## config.mk

```make
export PLATFORM = sky130hd
export DESIGN_NAME = xvga_timing_gen
export DESIGN_NICKNAME = d
export VERILOG_FILES = /design/src/rtl/xvga_timing_gen.sv
export SDC_FILE = /design/constraint.sdc
export NUM_CORES = 1
export LEC_CHECK = 0
export BUFFER_PORTS_ARGS = -buffer_cell sky130_fd_sc_hd__buf_2
export CORE_UTILIZATION = 35
export CTS_CLUSTER_SIZE = 14
export DETAILED_ROUTE_END_ITERATION = 8
export GPL_TIMING_DRIVEN = 0
export HOLD_SLACK_MARGIN = 0.05
export PLACE_DENSITY = 0.61
export SLEW_MARGIN = 15
export SYNTH_ARGS = -nofsm -noshare
export SYNTH_HDL_FRONTEND = slang
export SYNTH_SLANG_ARGS = --single-unit
```

## constraint.sdc

```tcl
create_clock -name vclock -period 4.59 [get_ports vclock]
set_clock_uncertainty 0.2 [all_clocks]
set_input_delay 0 -clock vclock [delete_from_list [all_inputs] [get_ports vclock]]
set_output_delay 0 -clock vclock [all_outputs]
set_load 0.05 [all_outputs]
```

## src/rtl/xvga_timing_gen.sv

```systemverilog
// XGA 1024x768@60 raster timing generator with a pixel-path output aligner.
// Optional test-pattern bars: define XVGA_TEST_PATTERN_EN.
module xvga_timing_gen #(
   parameter int H_ACTIVE   = 1024,
   parameter int H_FP       = 24,
   parameter int H_SYNC     = 136,
   parameter int H_BP       = 160,
   parameter int V_ACTIVE   = 768,
   parameter int V_FP       = 3,
   parameter int V_SYNC     = 6,
   parameter int V_BP       = 29,
   parameter int PIPE_DELAY = 2
) (
   input  logic        vclock,
   input  logic        reset,
   input  logic        test_mode,
   input  logic [23:0] pixel_in,
   output logic [10:0] hcount,
   output logic [9:0]  vcount,
   output logic        hsync,
   output logic        vsync,
   output logic        blank,
   output logic        frame_start,
   output logic        vblank_start,
   output logic [15:0] frame_count,
   output logic        vga_hsync,
   output logic        vga_vsync,
   output logic        vga_blank,
   output logic [23:0] vga_pixel
);

   localparam int H_TOTAL = H_ACTIVE + H_FP + H_SYNC + H_BP;
   localparam int V_TOTAL = V_ACTIVE + V_FP + V_SYNC + V_BP;

   localparam logic [10:0] H_LAST = 11'(H_TOTAL - 1);
   localparam logic [9:0]  V_LAST = 10'(V_TOTAL - 1);
   localparam logic [10:0] H_VIS  = 11'(H_ACTIVE);
   localparam logic [10:0] HS_LO  = 11'(H_ACTIVE + H_FP);
   localparam logic [10:0] HS_HI  = 11'(H_ACTIVE + H_FP + H_SYNC);
   localparam logic [9:0]  V_VIS  = 10'(V_ACTIVE);
   localparam logic [9:0]  VS_LO  = 10'(V_ACTIVE + V_FP);
   localparam logic [9:0]  VS_HI  = 10'(V_ACTIVE + V_FP + V_SYNC);

`ifdef XVGA_TEST_PATTERN_EN
   localparam int DW = 6;
`else
   localparam int DW = 3;
`endif
   localparam logic [DW-1:0] TAP_RST = DW'(3'b111) << (DW - 3);

   logic [10:0]   r_hcount;
   logic [9:0]    r_vcount;
   logic          r_hsync;
   logic          r_vsync;
   logic          r_blank;
   logic          r_frame_start;
   logic          r_vblank_start;
   logic [15:0]   r_frame_count;
   logic          r_vga_hsync;
   logic          r_vga_vsync;
   logic          r_vga_blank;
   logic [23:0]   r_vga_pixel;

   logic          w_hwrap;
   logic [10:0]   w_hnext;
   logic [9:0]    w_vnext;
   logic          w_origin;
   logic [DW-1:0] w_src;
   logic [DW-1:0] w_tap;
   logic [23:0]   w_pix;

   always_comb begin
      w_hwrap  = (r_hcount == H_LAST);
      w_hnext  = w_hwrap ? 11'd0 : r_hcount + 11'd1;
      w_vnext  = r_vcount;
      if (w_hwrap)
         w_vnext = (r_vcount == V_LAST) ? 10'd0 : r_vcount + 10'd1;
      w_origin = (w_hnext == 11'd0) && (w_vnext == 10'd0);
   end

   // Flags are decoded from the next counts so they line up with them.
   always_ff @(posedge vclock) begin
      if (reset) begin
         r_hcount       <= H_LAST;
         r_vcount       <= V_LAST;
         r_hsync        <= 1'b1;
         r_vsync        <= 1'b1;
         r_blank        <= 1'b1;
         r_frame_start  <= 1'b0;
         r_vblank_start <= 1'b0;
         r_frame_count  <= 16'hFFFF;
      end else begin
         r_hcount       <= w_hnext;
         r_vcount       <= w_vnext;
         r_hsync        <= !(w_hnext >= HS_LO && w_hnext < HS_HI);
         r_vsync        <= !(w_vnext >= VS_LO && w_vnext < VS_HI);
         r_blank        <= (w_hnext >= H_VIS) || (w_vnext >= V_VIS);
         r_frame_start  <= w_origin;
         r_vblank_start <= (w_hnext == 11'd0) && (w_vnext == V_VIS);
         if (w_origin)
            r_frame_count <= r_frame_count + 16'd1;
      end
   end

`ifdef XVGA_TEST_PATTERN_EN
   assign w_src = {r_hsync, r_vsync, r_blank, r_hcount[9:7]};
`else
   assign w_src = {r_hsync, r_vsync, r_blank};
`endif

   generate
      if (PIPE_DELAY == 0) begin : g_nodly
         assign w_tap = w_src;
      end else begin : g_dly
         logic [DW-1:0] r_dl [PIPE_DELAY];
         always_ff @(posedge vclock) begin
            if (reset) begin
               for (int i = 0; i < PIPE_DELAY; i++)
                  r_dl[i] <= TAP_RST;
            end else begin
               r_dl[0] <= w_src;
               for (int i = 1; i < PIPE_DELAY; i++)
                  r_dl[i] <= r_dl[i-1];
            end
         end
         assign w_tap = r_dl[PIPE_DELAY-1];
      end
   endgenerate

`ifdef XVGA_TEST_PATTERN_EN
   logic [23:0] w_pat;
   assign w_pat = {{8{w_tap[2]}}, {8{w_tap[1]}}, {8{w_tap[0]}}};
   assign w_pix = test_mode ? w_pat : pixel_in;
`else
   logic w_unused;
   assign w_unused = test_mode;
   assign w_pix    = pixel_in;
`endif

   always_ff @(posedge vclock) begin
      if (reset) begin
         r_vga_hsync <= 1'b1;
         r_vga_vsync <= 1'b1;
         r_vga_blank <= 1'b1;
         r_vga_pixel <= 24'h0;
      end else begin
         r_vga_hsync <= w_tap[DW-1];
         r_vga_vsync <= w_tap[DW-2];
         r_vga_blank <= w_tap[DW-3];
         r_vga_pixel <= w_tap[DW-3] ? 24'h0 : w_pix;
      end
   end

   assign hcount       = r_hcount;
   assign vcount       = r_vcount;
   assign hsync        = r_hsync;
   assign vsync        = r_vsync;
   assign blank        = r_blank;
   assign frame_start  = r_frame_start;
   assign vblank_start = r_vblank_start;
   assign frame_count  = r_frame_count;
   assign vga_hsync    = r_vga_hsync;
   assign vga_vsync    = r_vga_vsync;
   assign vga_blank    = r_vga_blank;
   assign vga_pixel    = r_vga_pixel;

endmodule

```

* After elaboration in Yosys (flattened, before gate mapping) *
Memory sizes are Yosys's and may differ from the RTL's.
Index checks and enable logic that the tools add are counted.

word-level totals
  flip-flop bits (word level) = 69
  memories = 1
  bits in writable memories = 6
  logic and storage cells = 45

cells by class
  bitwise gates (word level) = 2
  order comparisons = 6
  muxes and demuxes = 8
  add/sub/neg operators = 3
  reductions and logical operators = 10
  equality and inequality tests = 3

memory list
  name        depth  bits a word  read ports  clocked after memory_dff  wr ports  line  source
  g_dly.r_dl  2      3            2           0                         2         115   logic [DW-1:0] r_dl [PIPE_DELAY];

operators with widths
  cell                   count
  $ge 11x11->1 const B   2
  $eq 10x10->1 const B   2
  $ge 10x10->1 const B   2
  $mux 10                2
  $add 16x1->16 const B  1
  $add 11x1->11 const B  1
  $eq 11x11->1 const B   1
  $logic_not 11->1       1
  $lt 11x11->1 const B   1
  $mux 11                1
  $add 10x1->10 const B  1
  $logic_not 10->1       1
  $lt 10x10->1 const B   1
  $mux 3                 2
  $logic_and 1x1->1      4
  $mux 1                 3
  $logic_not 1->1        2
  $or 1x1->1             2
  $reduce_or 2->1        1
  $logic_or 1x1->1       1

* Longest topological paths before layout *
Gate-level depths: netlist of run 1.

  word-level depth = 6
  mapped depth = 12
  depth with buffers taken out = 9

* Least setup slack after synthesis of run 1 *
No wires, ideal clock.

  kind = register to register
  start point = reg r_hcount[3] (netlist: hcount[3])
  end point = reg r_frame_count[10] (netlist: frame_count[10])
  cell stages (with the launch flop) = 12
  clock period less this slack = 3.006 ns
  arrival = 2.734 ns
  path slack = 1.584 ns
  data required time = 4.318 ns
  path through = dfxtp_1 > buf_4 > and4_4 > buf_6 > and4_4 > buf_6 > mux2_4 > o22ai_2 > o211ai_2 > buf_6 > nor4_2 > mux2i_1

between the ends
  cells in the longest elaborated chain, start to end = 4
  elaborated cells between the ends (all ways) = 7

ends and longest elaborated chain
  element                                               line    source
  start, declared                                       51      logic [10:0] r_hcount;
  start signal, assigned                                93      r_hcount <= w_hnext;
  $add 11x1->11 or $eq 11x11->1 (tied branches)         74, 73
  $mux 11 or $mux 10 (tied branches)                    74, 76
  $logic_not 11->1 or $logic_not 10->1 (tied branches)  78      w_origin = (w_hnext == 11'd0) && (w_vnext == 10'd0);
  $logic_and 1x1->1 *                                   78
  end signal, assigned                                  101     r_frame_count <= r_frame_count + 16'd1;
  end, declared                                         58      logic [15:0] r_frame_count;

Mark *: on every way between the ends. The rest lies on a longest branch, timed or not.
A chain may end at the register's enable or synchronous reset.

* Final worst setup path of run 1 *
  start point = reg r_vcount[1] (netlist: vcount[1])
  end point = reg r_frame_count[8] (netlist: frame_count[8])

between the ends
  cells in the longest elaborated chain, start to end = 5
  elaborated cells between the ends (all ways) = 6

ends and longest elaborated chain
  element                                        line  source
  start, declared                                52    logic [9:0] r_vcount;
  start signal, assigned                         94    r_vcount <= w_vnext;
  $add 10x1->10 or $eq 10x10->1 (tied branches)  77    w_vnext = (r_vcount == V_LAST) ? 10'd0 : r_vcount + 10'd1;
  $mux 10                                        77
  $mux 10 *                                      76    if (w_hwrap)
  $logic_not 10->1 *                             78
  $logic_and 1x1->1 *                            78

Marked as above.

==> results of run 1 <==
logic make-up (layout without fill, tap and decap cells):
group	count (synthesis)	after routing	share of synthesized area
AO/OA/AOI/OAI	50	50	0.1042
XOR/XNOR	10	10	0.02506
adder cells (fa/ha/maj)	5	5	0.01790
buffers and inverters	36	176	0.05764
flip-flops	75	75	0.4296
multiplexers	17	17	0.05012
AND/OR/NAND/NOR	183	183	0.3154
layout by cell type (no fill, tap or decap), types with 7 or more instances in the layout:
master	synthesis	final
buf_2	5	99
nor4_1	8	8
o21ai_0	12	12
dfxtp_1	75	75
or2_2	9	9
dlygate4sd3_1	0	30
nor4_2	7	7
and2_1	30	30
inv_1	8	8
nor2b_1	15	15
nor2_1	32	32
nand2_1	22	22
mux2i_1	16	16
nand3_1	19	19
clkbuf_8	0	9
clkbuf_1	13	13
routing by layer:
metal,global-route usage,part of all wire
met1,0.2172,0.47
met2,0.2781,0.46
met3,0.04309,0.045
met4,0.08352,0.019
met5,0,0
sequential cells by signal (all words and copies together), names as in the netlist, 6 cells and up:
name	cells
vga_pixel	24
frame_count	16
vcount	10
hcount	11
g_dly.r_dl	6
worst max-delay path, cell delays in order, from the launching register on:
cell	delay, ns
dfxtp_1	0.40
inv_1	0.09
ha_1	0.14
and4b_1	0.20
and4b_1	0.18
clkbuf_1	0.29
o21ai_0	0.14
a21oi_1	0.24
nand3_2	0.22
buf_4	0.26
nor4_2	0.32
mux2i_1	0.21
final cells by class:
class / instances / area share
flip-flops and latches: 75 / 0.3255
inverters: 8 / 0.006509
multi-input cells: 265 / 0.3884
well taps: 133 / 0.03607
plain buffers: 28 / 0.03716
repair buffers: 124 / 0.1671
clock inverters: 7 / 0.01248
clock buffers: 9 / 0.02685
repair_timing:
action / in CTS / in global routing
resized for setup: 0 / 0
endpoints found under the hold margin: 39 / 0
hold buffers: 30 / 0
endpoints found under the setup margin: 0 / 0
worst max-delay path by stage:
stage	endpoint	cells past startpoint	slack, ns	from
detailed placement	frame_count[8]	11	1.64	vcount[1]
finish	frame_count[8]	11	1.62	vcount[1]
floorplan	frame_count[10]	11	1.58	hcount[3]
CTS	frame_count[8]	10	1.60	hcount[0]
global placement	frame_count[11]	10	1.68	hcount[0]
global route	frame_count[13]	10	1.41	hcount[0]
synth_stat cells (5+ instances only):
cell,count
nand3_1,19
o21ai_0,12
dfxtp_1,75
xnor2_1,6
nor4_1,8
nor2b_1,15
and2_1,30
clkbuf_1,13
nor4_2,7
inv_1,8
nand2b_1,5
buf_2,5
nand2_1,22
ha_1,5
and3_1,6
or2_2,9
nor3_1,6
nor2_1,32
mux2i_1,16
a21oi_1,6
buf_6,6
metrics by stage:
| step | worst slack (ns) | std cells | total power [W] | utilization | instance area (µm²) |
|---|---|---|---|---|---|
| after floorplan | 1.584 | 376 | 0.001708 | - | 3495 |
| after global placement | 1.679 | 603 | 0.001954 | 0.4246 | 4131 |
| after detailed placement | 1.645 | 603 | 0.001966 | 0.4246 | 4131 |
| after CTS | 1.602 | 649 | 0.002471 | 0.4742 | 4613 |
| after global routing | 1.412 | 649 | 0.002617 | 0.4742 | 4613 |
| final | 1.617 | 649 | 0.002457 | 0.4742 | 4613 |
power by group through the flow:
stage	logic, W	registers [W]	clock network [W]
after floorplan	0.000683	0.00103	0
after global placement	0.00114	0.000810	0
after detailed placement	0.00115	0.000811	0
after CTS	0.00118	0.000797	0.000497
after global routing	0.00128	0.000809	0.000526
final	0.00118	0.000796	0.000479
==> run_results.csv, run 1 <==
group,metric,value,unit
status,status,"finished, final reports clean",
die,die_h,101.9,µm
timing,tightestPinTransition,0.6296,ns
detailed_routing,antenna_left,0,
timing,max_freq,336.3,MHz
layout,area_growth,32.01,%
synth,syn_nets,408,
timing,finalSetupViolations,0,
setup_path,worst_setup_path_start_kind,"flop",
power_and_ir_drop,clock_power_share,0.195,
synth,yosysTopAreaCell,"dfxtp_1",
clocking,cts_setup_buffers,0,
setup_path,r2r_slack,1.62,ns
clocking,cts_tree,"built",
min_path,min_to,"vga_pixel[19]",
min_path,hold_class,"in -> reg",
synth,avgSynthCellArea,9.294,µm²
synth,yosys_warnings,0,
setup_path,endpoint_kind,"flop",
timing,min_period_over_period,0.6478,
grt,grt_max_degree,16,
power_and_ir_drop,seqPwrFrac,0.324,
clocking,clkSinkCount,75,
power_and_ir_drop,power.switching,0.001123,W
grt,grt_usage,0.1730,
detailed_routing,via_count,3198,
layout,final_net_count,543,
timing,fin_crit,2.973,ns
setup_path,r2r_end,"frame_count[8]",
setup_path,ff2ff_path_depth,11,
power_and_ir_drop,pwr-share-comb,0.481,
detailed_routing,dr.pass1.iters,4,
synth,synthDistinctLibCells,57,
synth,synth_edf_count,0,
grt,grt_pass1_wl,13.68,mm
grt,antenna_found_initial,0,
synth,ys_ff_latch,75,
timing,hold_violations,0,
timing,finalSetupTns,0,ns
synth,syn_inst,376,
synth,yosys.area.top_type_share,0.4296,
power_and_ir_drop,power.internal,0.001334,W
setup_path,worstSetupPathType,"reg -> reg",
clocking,clockBufferDepth,2,
detailed_routing,drc_errors,0,
die,ios,96,
layout,nFillCells,966,
timing,rsz0062_at_grt,"false",
timing,hold_ws,0.1761,ns
layout,regArea,1501,µm²
place,place.gp.congestion,0.8428,
die,coreArea,9729,µm²
synth,synth_ff_type,"dfxtp_1",
layout,final_layout_size_suffix_gt1_frac,0.2965,
run,maxCapViolCount,0,
grt,grt_pass1_vias,2903,
detailed_routing,post_drt_wl_per_cell,13.82,µm
detailed_routing,finalWirelength,8.972,mm
setup_path,crit_fanout,10,
synth,syn_area,3495,µm²
timing,relSlewSlack,0.5803,
timing,maxSlewViolCount,0,
clocking,cts_root_buf,"clkbuf_8",
power_and_ir_drop,p_leak,1.956,nW
die,num_rows,36,
setup_path,required,4.68,ns
min_path,min_from,"pixel_in[19]",
grt,grt_overflow,0,
synth,seq_area_frac_synth,0.4296,
layout,antennaDiodeCount,0,
clocking,clkTransAtPathRegs,0.09,ns
die,die_w,101.9,µm
power_and_ir_drop,sw_frac_of_total,0.4571,
power_and_ir_drop,pwr_density_cell,532.7,nW/µm²
clocking,htreeDepth,3,
detailed_routing,drt_iter0_drc,100,
synth,synthArstFlopShare,0,
die,die-area,10390,µm²
synth,synthTopCellsByArea,"dfxtp_1, and2_1, mux2i_1, nor2_1, nand3_1",
detailed_routing,vias_per_cell,4.928,
setup_path,worstReg2RegStart,"vcount[1]",
setup_path,cp.arrival,3.06,ns
place,dpl.hpwl,6.056,mm
layout,multi_input_area,1792,µm²
clocking,numCtsBuffers,9,
min_path,hold_depth,3,
die,start_util,0.3592,
place,io_buffers,94,
clocking,clock_latency,0.36,ns
power_and_ir_drop,peakVddDrop,0.0001891,V
Note: power is estimated with default switching activity, not from simulation.
==> run 2, diff against run 1 <==
==> constraint.sdc (replaced) <==
create_clock -name vclock -period 3.1 [get_ports vclock]
set_clock_uncertainty 0.2 [all_clocks]
set_input_delay 0 -clock vclock [delete_from_list [all_inputs] [get_ports vclock]]
set_output_delay 0 -clock vclock [all_outputs]
set_load 0.05 [all_outputs]
==> run 2 against run 1 <==
Wire length decreased by 0.20%. Cell count shrank 0.15%. Setup slack worse by 1.5 ns. Combinational power is 47% higher. Sequential share of layout area decreased by 0.053 points. Die area stayed put. Clock-buffer cell count stayed put. Hold slack worse by 0.0013 ns. Clock power rose by 48%. Maximum frequency up 0.58%. Total power is 48% higher. Utilization is 0.077 points higher. Largest power group unchanged.
==> run_results.csv, run 2 (same netlist as run 1, synthesis figures left out) <==
group,metric,value,unit
status,status,"finished, final reports clean",
power_and_ir_drop,clock_power_share,0.196,
die,die-area,10390,µm²
timing,setup_slack,0.1439,ns
setup_path,cp_slowest_cell,"nor4b_4",
layout,layout_commonest_cell,"buf_2",
place,place.gp.congestion,0.8428,
timing,finalSetupViolations,0,
clocking,cts_tree,"built",
layout,final_core_util,0.4749,
timing,min_period_over_period,0.9536,
setup_path,worst_setup_path_start_kind,"flop",
setup_path,cp.arrival,3.04,ns
setup_path,crit_chain,"buf_4 -> nor4b_4 -> and4_4 -> buf_6 -> mux2_4 -> o22ai_2 -> o211ai_2 -> buf_6 -> nor4_2 -> mux2i_1",
layout,largest_reg_flops,24,
layout,area_growth,32.22,%
place,io_buffers,94,
layout,final_layout_size_suffix_gt1_frac,0.3010,
timing,tightestPinTransition,0.6209,ns
setup_path,slowest_delay,0.36,ns
die,coreArea,9729,µm²
detailed_routing,drt_iter0_drc,111,
timing,rsz0062_at_grt,"false",
grt,antenna_found_initial,0,
layout,final_net_count,542,
die,num_rows,36,
die,die_h,101.9,µm
run,maxCapViolCount,0,
layout,final_cell_mix,"buf_2, dfxtp_1, nor2_1",
detailed_routing,antenna_left,0,
die,start_util,0.3592,
grt,grt_max_degree,16,
power_and_ir_drop,power.internal,0.001969,W
setup_path,required,3.19,ns
detailed_routing,drc_errors,0,
layout,nFillCells,970,
clocking,clock_latency,0.36,ns
place,dp_slack,0.1548,ns
grt,grt_usage,0.1730,
layout,antennaDiodeCount,0,
grt,grt_pass1_vias,2903,
timing,relSlewSlack,0.5861,
power_and_ir_drop,peakVddDrop,0.0002811,V
detailed_routing,finalWirelength,8.954,mm
clocking,clkSinkCount,75,
setup_path,crit_start,"hcount[7]",
grt,grt_pass1_wl,13.68,mm
timing,hold_ws,0.1747,ns
min_path,hold_class,"in -> reg",
power_and_ir_drop,pwr-share-comb,0.480,
clocking,numCtsBuffers,9,
setup_path,cp.depth,10,
power_and_ir_drop,pwr_density_cell,786.5,nW/µm²
setup_path,path_buf_inv,3,
detailed_routing,via_count,3188,
die,ios,96,
clocking,clockBufferDepth,2,
timing,fin_crit,2.956,ns
setup_path,r2r_end,"frame_count[8]",
power_and_ir_drop,sw_frac_of_total,0.4582,
power_and_ir_drop,power.switching,0.001665,W
detailed_routing,dr.pass1.iters,4,
setup_path,cp_top_family,"simple AND/OR/NAND/NOR gates",
detailed_routing,vias_per_cell,4.920,
clocking,cts_root_buf,"clkbuf_8",
setup_path,worstSetupPathType,"reg -> reg",
setup_path,cp_common_cell,"buf_6",
die,die_w,101.9,µm
power_and_ir_drop,seqPwrFrac,0.324,
setup_path,crit_fanout,10,
timing,maxSlewViolCount,0,
timing,finalSetupTns,0,ns
power_and_ir_drop,p_leak,1.957,nW
clocking,clkTransAtPathRegs,0.09,ns
setup_path,critPathCapture,"frame_count[8]",
grt,grt_overflow,0,
setup_path,endpoint_kind,"flop",
detailed_routing,post_drt_wl_per_cell,13.82,µm
clocking,htreeDepth,3,
setup_path,ff2ff_path_depth,10,
place,dpl.hpwl,6.056,mm
clocking,cts_setup_buffers,0,
setup_path,r2r_slack,0.14,ns
timing,max_freq,338.3,MHz
timing,hold_violations,0,
setup_path,worstReg2RegStart,"hcount[7]",
run 2: final cells by class:
type	count	area, µm²	area share
clock inverter	7	57.56	0.01246
buffer	27	167.7	0.03628
inverter	8	30.03	0.006499
multi-input combinational	265	1803	0.3902
timing repair buffer	124	770.7	0.1668
tap	133	166.4	0.03601
clock buffer	9	123.9	0.02681
sequential	75	1501	0.3249
run 2: power groups by stage:
stage	registers (W)	clock network (W)	logic, W
5_1_grt	0.00120	0.000778	0.00189
3_3_place_gp	0.00120	0	0.00169
3_5_place_dp	0.00120	0	0.00171
4_1_cts	0.00118	0.000736	0.00174
2_1_floorplan	0.00152	0	0.00101
6_report	0.00118	0.000711	0.00174
run 2: timing repair:
item | in CTS | in global routing
endpoints found under the hold margin | 39 | 0
setup endpoints to repair | 0 | 9
hold buffers | 30 | 0
resized for setup | 0 | 2
run 2: metal layers:
| layer | GRT usage | vias up | share of wire |
|---|---|---|---|
| met2 | 0.2781 | 96 | 0.46 |
| met5 | 0 | - | 0 |
| li1 | - | 1586 | - |
| met4 | 0.08352 | 0 | 0.022 |
| met3 | 0.04309 | 16 | 0.045 |
| met1 | 0.2172 | 1490 | 0.47 |
run 2: how the worst min path moves through the flow:
stage	from	to	slack, ns	cells after the start
floorplan	pixel_in[0]	vga_pixel[0]	-0.08	1
global placement	pixel_in[5]	vga_pixel[5]	-0.0002	2
detailed placement	pixel_in[19]	vga_pixel[19]	0.002	2
CTS	pixel_in[16]	vga_pixel[16]	0.16	3
global route	pixel_in[19]	vga_pixel[19]	0.17	3
finish	pixel_in[19]	vga_pixel[19]	0.17	3
run 2: worst register-to-register path, delay by kind of cell, from the launching register on:
kind | cells | cell delay [ns]
compound gates | 2 | 0.36
flops | 1 | 0.32
mux | 2 | 0.51
buf+inv | 3 | 0.52
simple gates | 3 | 0.97
run 2: metrics by stage:
| step | std cells | power, W | area, µm² |
|---|---|---|---|
| 6_report | 648 | 0.003634 | 4621 |
| 4_1_cts | 649 | 0.003659 | 4613 |
| 5_1_grt | 648 | 0.003870 | 4621 |
| 3_5_place_dp | 603 | 0.002911 | 4131 |
| 2_1_floorplan | 376 | 0.002529 | 3495 |
| 3_3_place_gp | 603 | 0.002892 | 4131 |
